==> src/rtl/bact_accum.sv <==
// ---------------------------------------------------------------------------
// bact_accum
//   Multi-channel, multi-beat binary activation unit for the BNN datapath.
//   Each beat carries one signed partial sum per channel from the
//   XNOR-popcount stage. The unit adds these into per-channel saturating
//   accumulators. On the last beat of a vector it compares every total with
//   that channel's threshold and holds the resulting activation vector until
//   the consumer accepts it.
//
// Ports
//   clk, rst_n            rising-edge clock, asynchronous active-low reset
//   thr_we/thr_ch/thr_data  threshold register file write (any state)
//   in_valid/in_ready     partial-sum beat handshake
//   in_data               NCH signed IW-bit partial sums, channel c at [c*IW +: IW]
//   in_last               marks the final beat of a vector
//   out_valid/out_ready   activation vector handshake
//   out_bits              bit c = (acc[c] >= thr[c]), signed compare
//   out_sat               bit c = accumulator c saturated during the vector
// ---------------------------------------------------------------------------
module bact_accum #(
    parameter int NCH = 4,
    parameter int IW  = 4,
    parameter int AW  = 12,
    localparam int CW = (NCH > 1) ? $clog2(NCH) : 1
) (
    input  logic              clk,
    input  logic              rst_n,
    input  logic              thr_we,
    input  logic [CW-1:0]     thr_ch,
    input  logic [AW-1:0]     thr_data,
    input  logic              in_valid,
    output logic              in_ready,
    input  logic [NCH*IW-1:0] in_data,
    input  logic              in_last,
    output logic              out_valid,
    input  logic              out_ready,
    output logic [NCH-1:0]    out_bits,
    output logic [NCH-1:0]    out_sat
);

    typedef enum logic {
        ACC  = 1'b0,
        HOLD = 1'b1
    } state_t;

    localparam logic signed [AW-1:0] SAT_MAX = {1'b0, {(AW-1){1'b1}}};
    localparam logic signed [AW-1:0] SAT_MIN = {1'b1, {(AW-1){1'b0}}};

    state_t state, state_next;

    logic signed [AW-1:0] acc     [NCH];
    logic signed [AW-1:0] thr     [NCH];
    logic        [NCH-1:0] sat;

    logic signed [AW:0]   beat_ext [NCH];
    logic signed [AW:0]   sum_wide [NCH];
    logic signed [AW-1:0] sum_sat  [NCH];
    logic        [NCH-1:0] sat_now;

    logic accept;
    logic deliver;

    assign accept  = in_valid && in_ready;
    assign deliver = out_valid && out_ready;

    // Per-channel add with one guard bit. When the two top bits of the wide
    // sum disagree the result left the AW-bit range, and the guard bit tells
    // which rail to clamp to.
    always_comb begin
        sat_now = '0;
        for (int c = 0; c < NCH; c++) begin
            beat_ext[c] = {{(AW+1-IW){in_data[c*IW+IW-1]}}, in_data[c*IW +: IW]};
            sum_wide[c] = {acc[c][AW-1], acc[c]} + beat_ext[c];
            sum_sat[c]  = sum_wide[c][AW-1:0];
            if (sum_wide[c][AW] != sum_wide[c][AW-1]) begin
                sat_now[c] = 1'b1;
                sum_sat[c] = sum_wide[c][AW] ? SAT_MIN : SAT_MAX;
            end
        end
    end

    // FSM state register.
    always_ff @(posedge clk or negedge rst_n) begin
        if (!rst_n) begin
            state <= ACC;
        end else begin
            state <= state_next;
        end
    end

    // Next-state and handshake outputs. Ready/valid depend only on the
    // registered state, so in_ready returns one cycle after the output
    // handshake rather than combinationally in the same cycle.
    always_comb begin
        state_next = state;
        in_ready   = 1'b0;
        out_valid  = 1'b0;
        case (state)
            ACC: begin
                in_ready = 1'b1;
                if (accept && in_last) begin
                    state_next = HOLD;
                end
            end
            HOLD: begin
                out_valid = 1'b1;
                if (deliver) begin
                    state_next = ACC;
                end
            end
            default: begin
                state_next = ACC;
            end
        endcase
    end

    // Threshold register file. The compare on a last beat reads the
    // registered value, so a write in the same cycle only affects later vectors.
    always_ff @(posedge clk or negedge rst_n) begin
        if (!rst_n) begin
            for (int c = 0; c < NCH; c++) begin
                thr[c] <= '0;
            end
        end else if (thr_we) begin
            for (int c = 0; c < NCH; c++) begin
                if (thr_ch == CW'(c)) begin
                    thr[c] <= thr_data;
                end
            end
        end
    end

    // Accumulators, sticky saturation flags and the result registers.
    // A last beat folds its own sum and saturation into the result, then
    // clears the running state so the next vector starts from zero.
    always_ff @(posedge clk or negedge rst_n) begin
        if (!rst_n) begin
            for (int c = 0; c < NCH; c++) begin
                acc[c] <= '0;
            end
            sat      <= '0;
            out_bits <= '0;
            out_sat  <= '0;
        end else if (accept) begin
            if (in_last) begin
                for (int c = 0; c < NCH; c++) begin
                    acc[c]      <= '0;
                    out_bits[c] <= (sum_sat[c] >= thr[c]);
                end
                out_sat <= sat | sat_now;
                sat     <= '0;
            end else begin
                for (int c = 0; c < NCH; c++) begin
                    acc[c] <= sum_sat[c];
                end
                sat <= sat | sat_now;
            end
        end
    end

endmodule

==> config.mk <==
export PLATFORM = sky130hd
export DESIGN_NAME = bact_accum
export DESIGN_NICKNAME = d
export VERILOG_FILES = /design/src/rtl/bact_accum.sv
export SDC_FILE = /design/constraint.sdc
export NUM_CORES = 1
export LEC_CHECK = 0
export CAP_MARGIN = 20
export CORE_UTILIZATION = 56
export CTS_CLUSTER_DIAMETER = 50
export DETAILED_ROUTE_END_ITERATION = 16
export PLACE_DENSITY = 0.81
export SLEW_MARGIN = 40
export SYNTH_ARGS = -nofsm -noshare
export SYNTH_HDL_FRONTEND = slang
export SYNTH_SLANG_ARGS = --single-unit
==> constraint.sdc <==
create_clock -name clk -period 8.8 [get_ports clk]
set_clock_uncertainty 0.1 [all_clocks]
set_input_delay 0.88 -clock clk [delete_from_list [all_inputs] [get_ports clk]]
set_output_delay 0.88 -clock clk [all_outputs]
set_load 0.005 [all_outputs]
* Word-level counts from Yosys, hierarchy flattened
Index checks and enable logic that the tools add are counted.
W data, S select, Z words.
** Word-level totals
- Bits in registers :: 109
- Logic and storage cells :: 57
- Output and inout port bits :: 10
- Bits of input ports :: 36
** Cells by class
- $add $sub $neg :: 4
- Multiplexer cells :: 19
- Bitwise logic cells :: 2
- Reduce and logical (&&, ||, !) cells :: 9
- Magnitude comparators :: 4
- Equal/unequal tests :: 7
** Operator list (number)
- $mux W12 :: 8
- $add A12 B4 Y13 :: 4
- $ge A12 B12 Y1 :: 4
- $mux W48 :: 1
- $reduce_and A2 Y1 :: 5
- $mux W1 :: 8
- $eq A2 B2 Y1 const B :: 2
- $mux W4 :: 1
- $ne A1 B1 Y1 :: 4
- $or A4 B4 Y4 :: 1
- $logic_and A1 B1 Y1 :: 3
- $eq A2 B1 Y1 const B :: 1
- $logic_not A2 Y1 :: 1
- $pmux W1 S2 :: 1
- $not A1 Y1 :: 1

* Logic depth before layout (Yosys ltp)
- Word-level depth :: 5
- Gate-level depth with buffers :: 20
- Depth with buffers taken out :: 19

* Worst setup path before layout
Ideal clock, no wire load.
- Path type :: input to register
- Start :: input in_data[5]
- End :: register out_bits[1]
- Stages on the path :: 19
- Path buffers :: 1
- Arrival time :: 4.267 ns
- Required time :: 8.573 ns
- Slack :: 4.305 ns
- Setup time :: 0.127 ns
- Path through :: ha_1 a211oi_1 nor2_1 o41ai_1 o21a_1 o21bai_1 a21oi_1 xnor2_1 ha_1 nand3_1 clkbuf_1 o21ai_0 ha_1 a21o_1 a21o_1 a21oi_1 o211ai_1 a31oi_1 o21ai_0
** On the way
- Longest elaborated chain between the ends :: 4
- Elaborated cells between the ends (all ways) :: 5
- Those cells by class :: add/sub (1); order compare (1); eq/ne (1); mux (2)
** Ends and longest elaborated chain
- from (decl) :: RTL line 33 : input logic [NCH*IW-1:0] in_data,
- $add A12 B4 Y13 (*) :: RTL line 73 : sum_wide[c] = {acc[c][AW-1], acc[c]} + beat_ext[c];
- $mux W12 / $ne A1 B1 Y1 (equally long branches) :: RTL line 77, 75
- $mux W12 (*) :: RTL line 75 : if (sum_wide[c][AW] != sum_wide[c][AW-1]) begin
- $ge A12 B12 Y1 (*) :: RTL line 148 : out_bits[c] <= (sum_sat[c] >= thr[c]);
- to (signal, indexed assignment) :: RTL line 148
- to (decl) :: RTL line 37 : output logic [NCH-1:0] out_bits,
Every way passes the cells marked *; elsewhere a longest branch is shown, timed or not.
A chain may end at the register's enable or synchronous reset.

* Worst setup path in the final report
- Start :: input in_data[7]
- End :: register out_bits[1]
The elaborated chain is that of the path after synthesis.

==> impl_metrics.toml <==
[status]
status = "finished clean"

[route]
drtAntennaViolNets = 0
postRouteWirelength_um = 17100
remaining_drc_errors = 0
drt_iter0_drc = 414
routedWlPerCell_um = 16.6
firstDrtPassIters = 4
dr_total_vias = 6024
viasPerCell = 5.82

[synth]
yosys_warnings = 0
synth_nets = 960
ys.flop_type = "dfrtp_1"
ys_seq_area_share_pct = 35.7
synthCells = 818
synth_area_mm2 = 0.00765
syn_avg_cell_area_um2 = 9.35
yosys_register_bits = 109
synthArstFlopShare_pct = 100
synth_cell_types = 58
synth_edf_count = 0

[worst_hold_path]
hold_class = "register to register"

[clock_tree]
postCtsSetupRepairBufs = 0
cts_sinks = 109
path_clk_slew_ns = 0.07
cts_buffers = 9
ctsResizeCount = 0
clock_latency_ns = 0.35
clock_path_buffers = 2
cts_tree = "yes"
root_buffer = "clkbuf_16"
post_cts_hold_buffer_count = 0
htreeDepth = 3

[sta]
slew_headroom_pct = 49.4
period_share_pct = 62.3
maxSlewViolCount = 0
rsz0062_at_grt = "no"
worst_slew_pin_slew_ns = 0.760
clock.fmax_mhz = 182
whs_ns = 0.379
post-route-min-period_ns = 5.48
hold_viol = 0
setup_viol = 0
tns_ns = 0

[grt]
grt_pass1_vias = 5889
grt_pass1_wl_um = 28600
overflow = 0
use_met1_pct = 34.7
antenna_found_initial = 0
use_met2_pct = 42.1
busiest_layer = "met2"
grt_max_degree = 56
globalRouteTotalUtil_pct = 25.7
use_met3_pct = 5.03

[final_layout]
mostFrequentLayoutCells = "109 x dfrtp_1, 102 x ha_1, 84 x o21ai_0, 66 x inv_1, 66 x nand2_1"
final_cells = 1035
fin_util_pct = 64.7
diodes = 0
syn_to_final_growth_pct = 12.5
nets = 996
mostFrequentLayoutCell = "dfrtp_1"
drive_gt1_share_pct = 8.73

[critical_path]
max_stage_delay_ns = 0.60
critPathBufInv = 1
worst-path-max-fanout = 14
cp_slowest_cell = "clkdlybuf4s50_1"
critPathTopFamily = "compound AO/OA/AOI/OAI gates"
crit_chain = "clkdlybuf4s50_1, ha_1, a21o_1, o41ai_1, o21a_1, o21bai_1, a21oi_1, xnor2_1, ha_1, nand3_1, a21boi_0, ha_1, nand2b_1, a21o_1, a21o_1, a21oi_1, o211ai_1, a31oi_1, o21ai_0"
critPathCaptureType = "register"
start_kind = "input pin"
crit_type = "input pin to register"
cp.required_ns = 8.94
cp.arrival_ns = 5.62

[floorplan]
dieArea_mm2 = 0.0141
io-pin-count = 46
die_h_um = 119
coreArea_mm2 = 0.0133
rows = 42
chipWidth_um = 119
initial_utilization_pct = 57.5

[placed_design]
io_buffers = 45
dp.cells = 1019
gp_congestion = 0.867
dpl.hpwl_um = 12700

[power_and_ir_drop]
p_leak_nw = 4.10
power.total_w = 0.00325
power_density_mw_per_mm2 = 377
ir_worst_vdd_mv = 0.214

[job]
cap_violations = 0
-- logic make-up after synthesis --
family / share of synthesized area (%)
DFF: 35.7
and+or+nand+nor: 11.2
muxes: 5.45
adders and majority gates: 17.7
AOI/OAI and AO/OA: 21.1
xor gates and xnor gates: 4.24
buffers and inverters: 4.65
-- Yosys cell counts (all sizes together) (4+ instances only) --
cell | instances | area, um2
nor2b | 11 | 76.3
nand3 | 7 | 35.0
o21a | 8 | 60.1
dfrtp | 109 | 2730
or2 | 4 | 25.0
buf | 6 | 32.5
xnor2 | 19 | 166
nand4 | 4 | 25.0
nand2 | 66 | 248
a31oi | 18 | 113
inv | 66 | 248
ha | 102 | 1280
mux2 | 37 | 417
xor2 | 18 | 158
o21bai | 4 | 30.0
a211oi | 12 | 95.1
o211ai | 4 | 30.0
clkbuf | 20 | 75.1
nor2 | 58 | 218
and2 | 5 | 36.3
a21o | 21 | 158
fa | 4 | 80.1
nand2b | 14 | 87.6
a22o | 20 | 175
a21oi | 46 | 230
o21ai | 85 | 429
o31ai | 9 | 67.6
-- flip-flops by register name, summed over array words and instances, names as in the netlist --
name	flops
sat	4
thr	48
out_sat	4
acc	48
state	1
out_bits	4
-- per-layer routing --
| layer | wire, um | share of wire (%) |
|---|---|---|
| met3 | 802 | 4.7 |
| met4 | 270 | 1.6 |
| met2 | 8140 | 47 |
| met1 | 7920 | 46 |
| met5 | 0 | 0 |
-- power by group --
group          total (W)  internal, W  switching, W
Combinational    0.00204     0.000899       0.00114
Sequential      0.000742     0.000653     0.0000893
Clock           0.000462     0.000280      0.000182
-- area by class of cell --
| class | instances | area, um2 |
|---|---|---|
| Sequential cell | 109 | 2730 |
| Tap cell | 176 | 220 |
| Clock buffer | 13 | 280 |
| Multi-Input combinational cell | 617 | 4570 |
| Fill cell | 1101 | 4690 |
| Clock inverter | 3 | 65.1 |
| Inverter | 66 | 248 |
| Timing Repair Buffer | 51 | 493 |
-- worst paths after layout --
kind,endpoint,depth (start not counted),from,slack (ns)
min in group asynchronous,acc[17],1,rst_n,0.48
min,out_sat[1],2,out_sat[1],0.38
min reg2reg,out_sat[1],2,out_sat[1],0.38
max reg2reg,out_bits[1],19,acc[25],4.11
max in group asynchronous,acc[3],2,rst_n,6.97
max,out_bits[1],19,in_data[7],3.32
-- worst register-to-register path: stages, from the launching register on --
cell and delay, ns:
dfrtp_1 0.40, ha_1 0.29, a211oi_1 0.24, nor2_1 0.12, o41ai_1 0.40, o21a_1 0.23
o21bai_1 0.06, a21oi_1 0.25, xnor2_1 0.11, ha_1 0.44, nand3_1 0.30, a21boi_0 0.34
ha_1 0.29, nand2b_1 0.14, a21o_1 0.17, a21o_1 0.16, a21oi_1 0.17, o211ai_1 0.11
a31oi_1 0.16, o21ai_0 0.10
-- metrics by stage --
stage                     setup WS [ns]  area [um2]
after detailed placement           2.98        8260
after CTS                          3.35        8600
after global placement             3.20        8260
final                              3.32        8600
after floorplan                    4.31        7650
after global routing               2.96        8600
(Power assumes the default switching activity.)
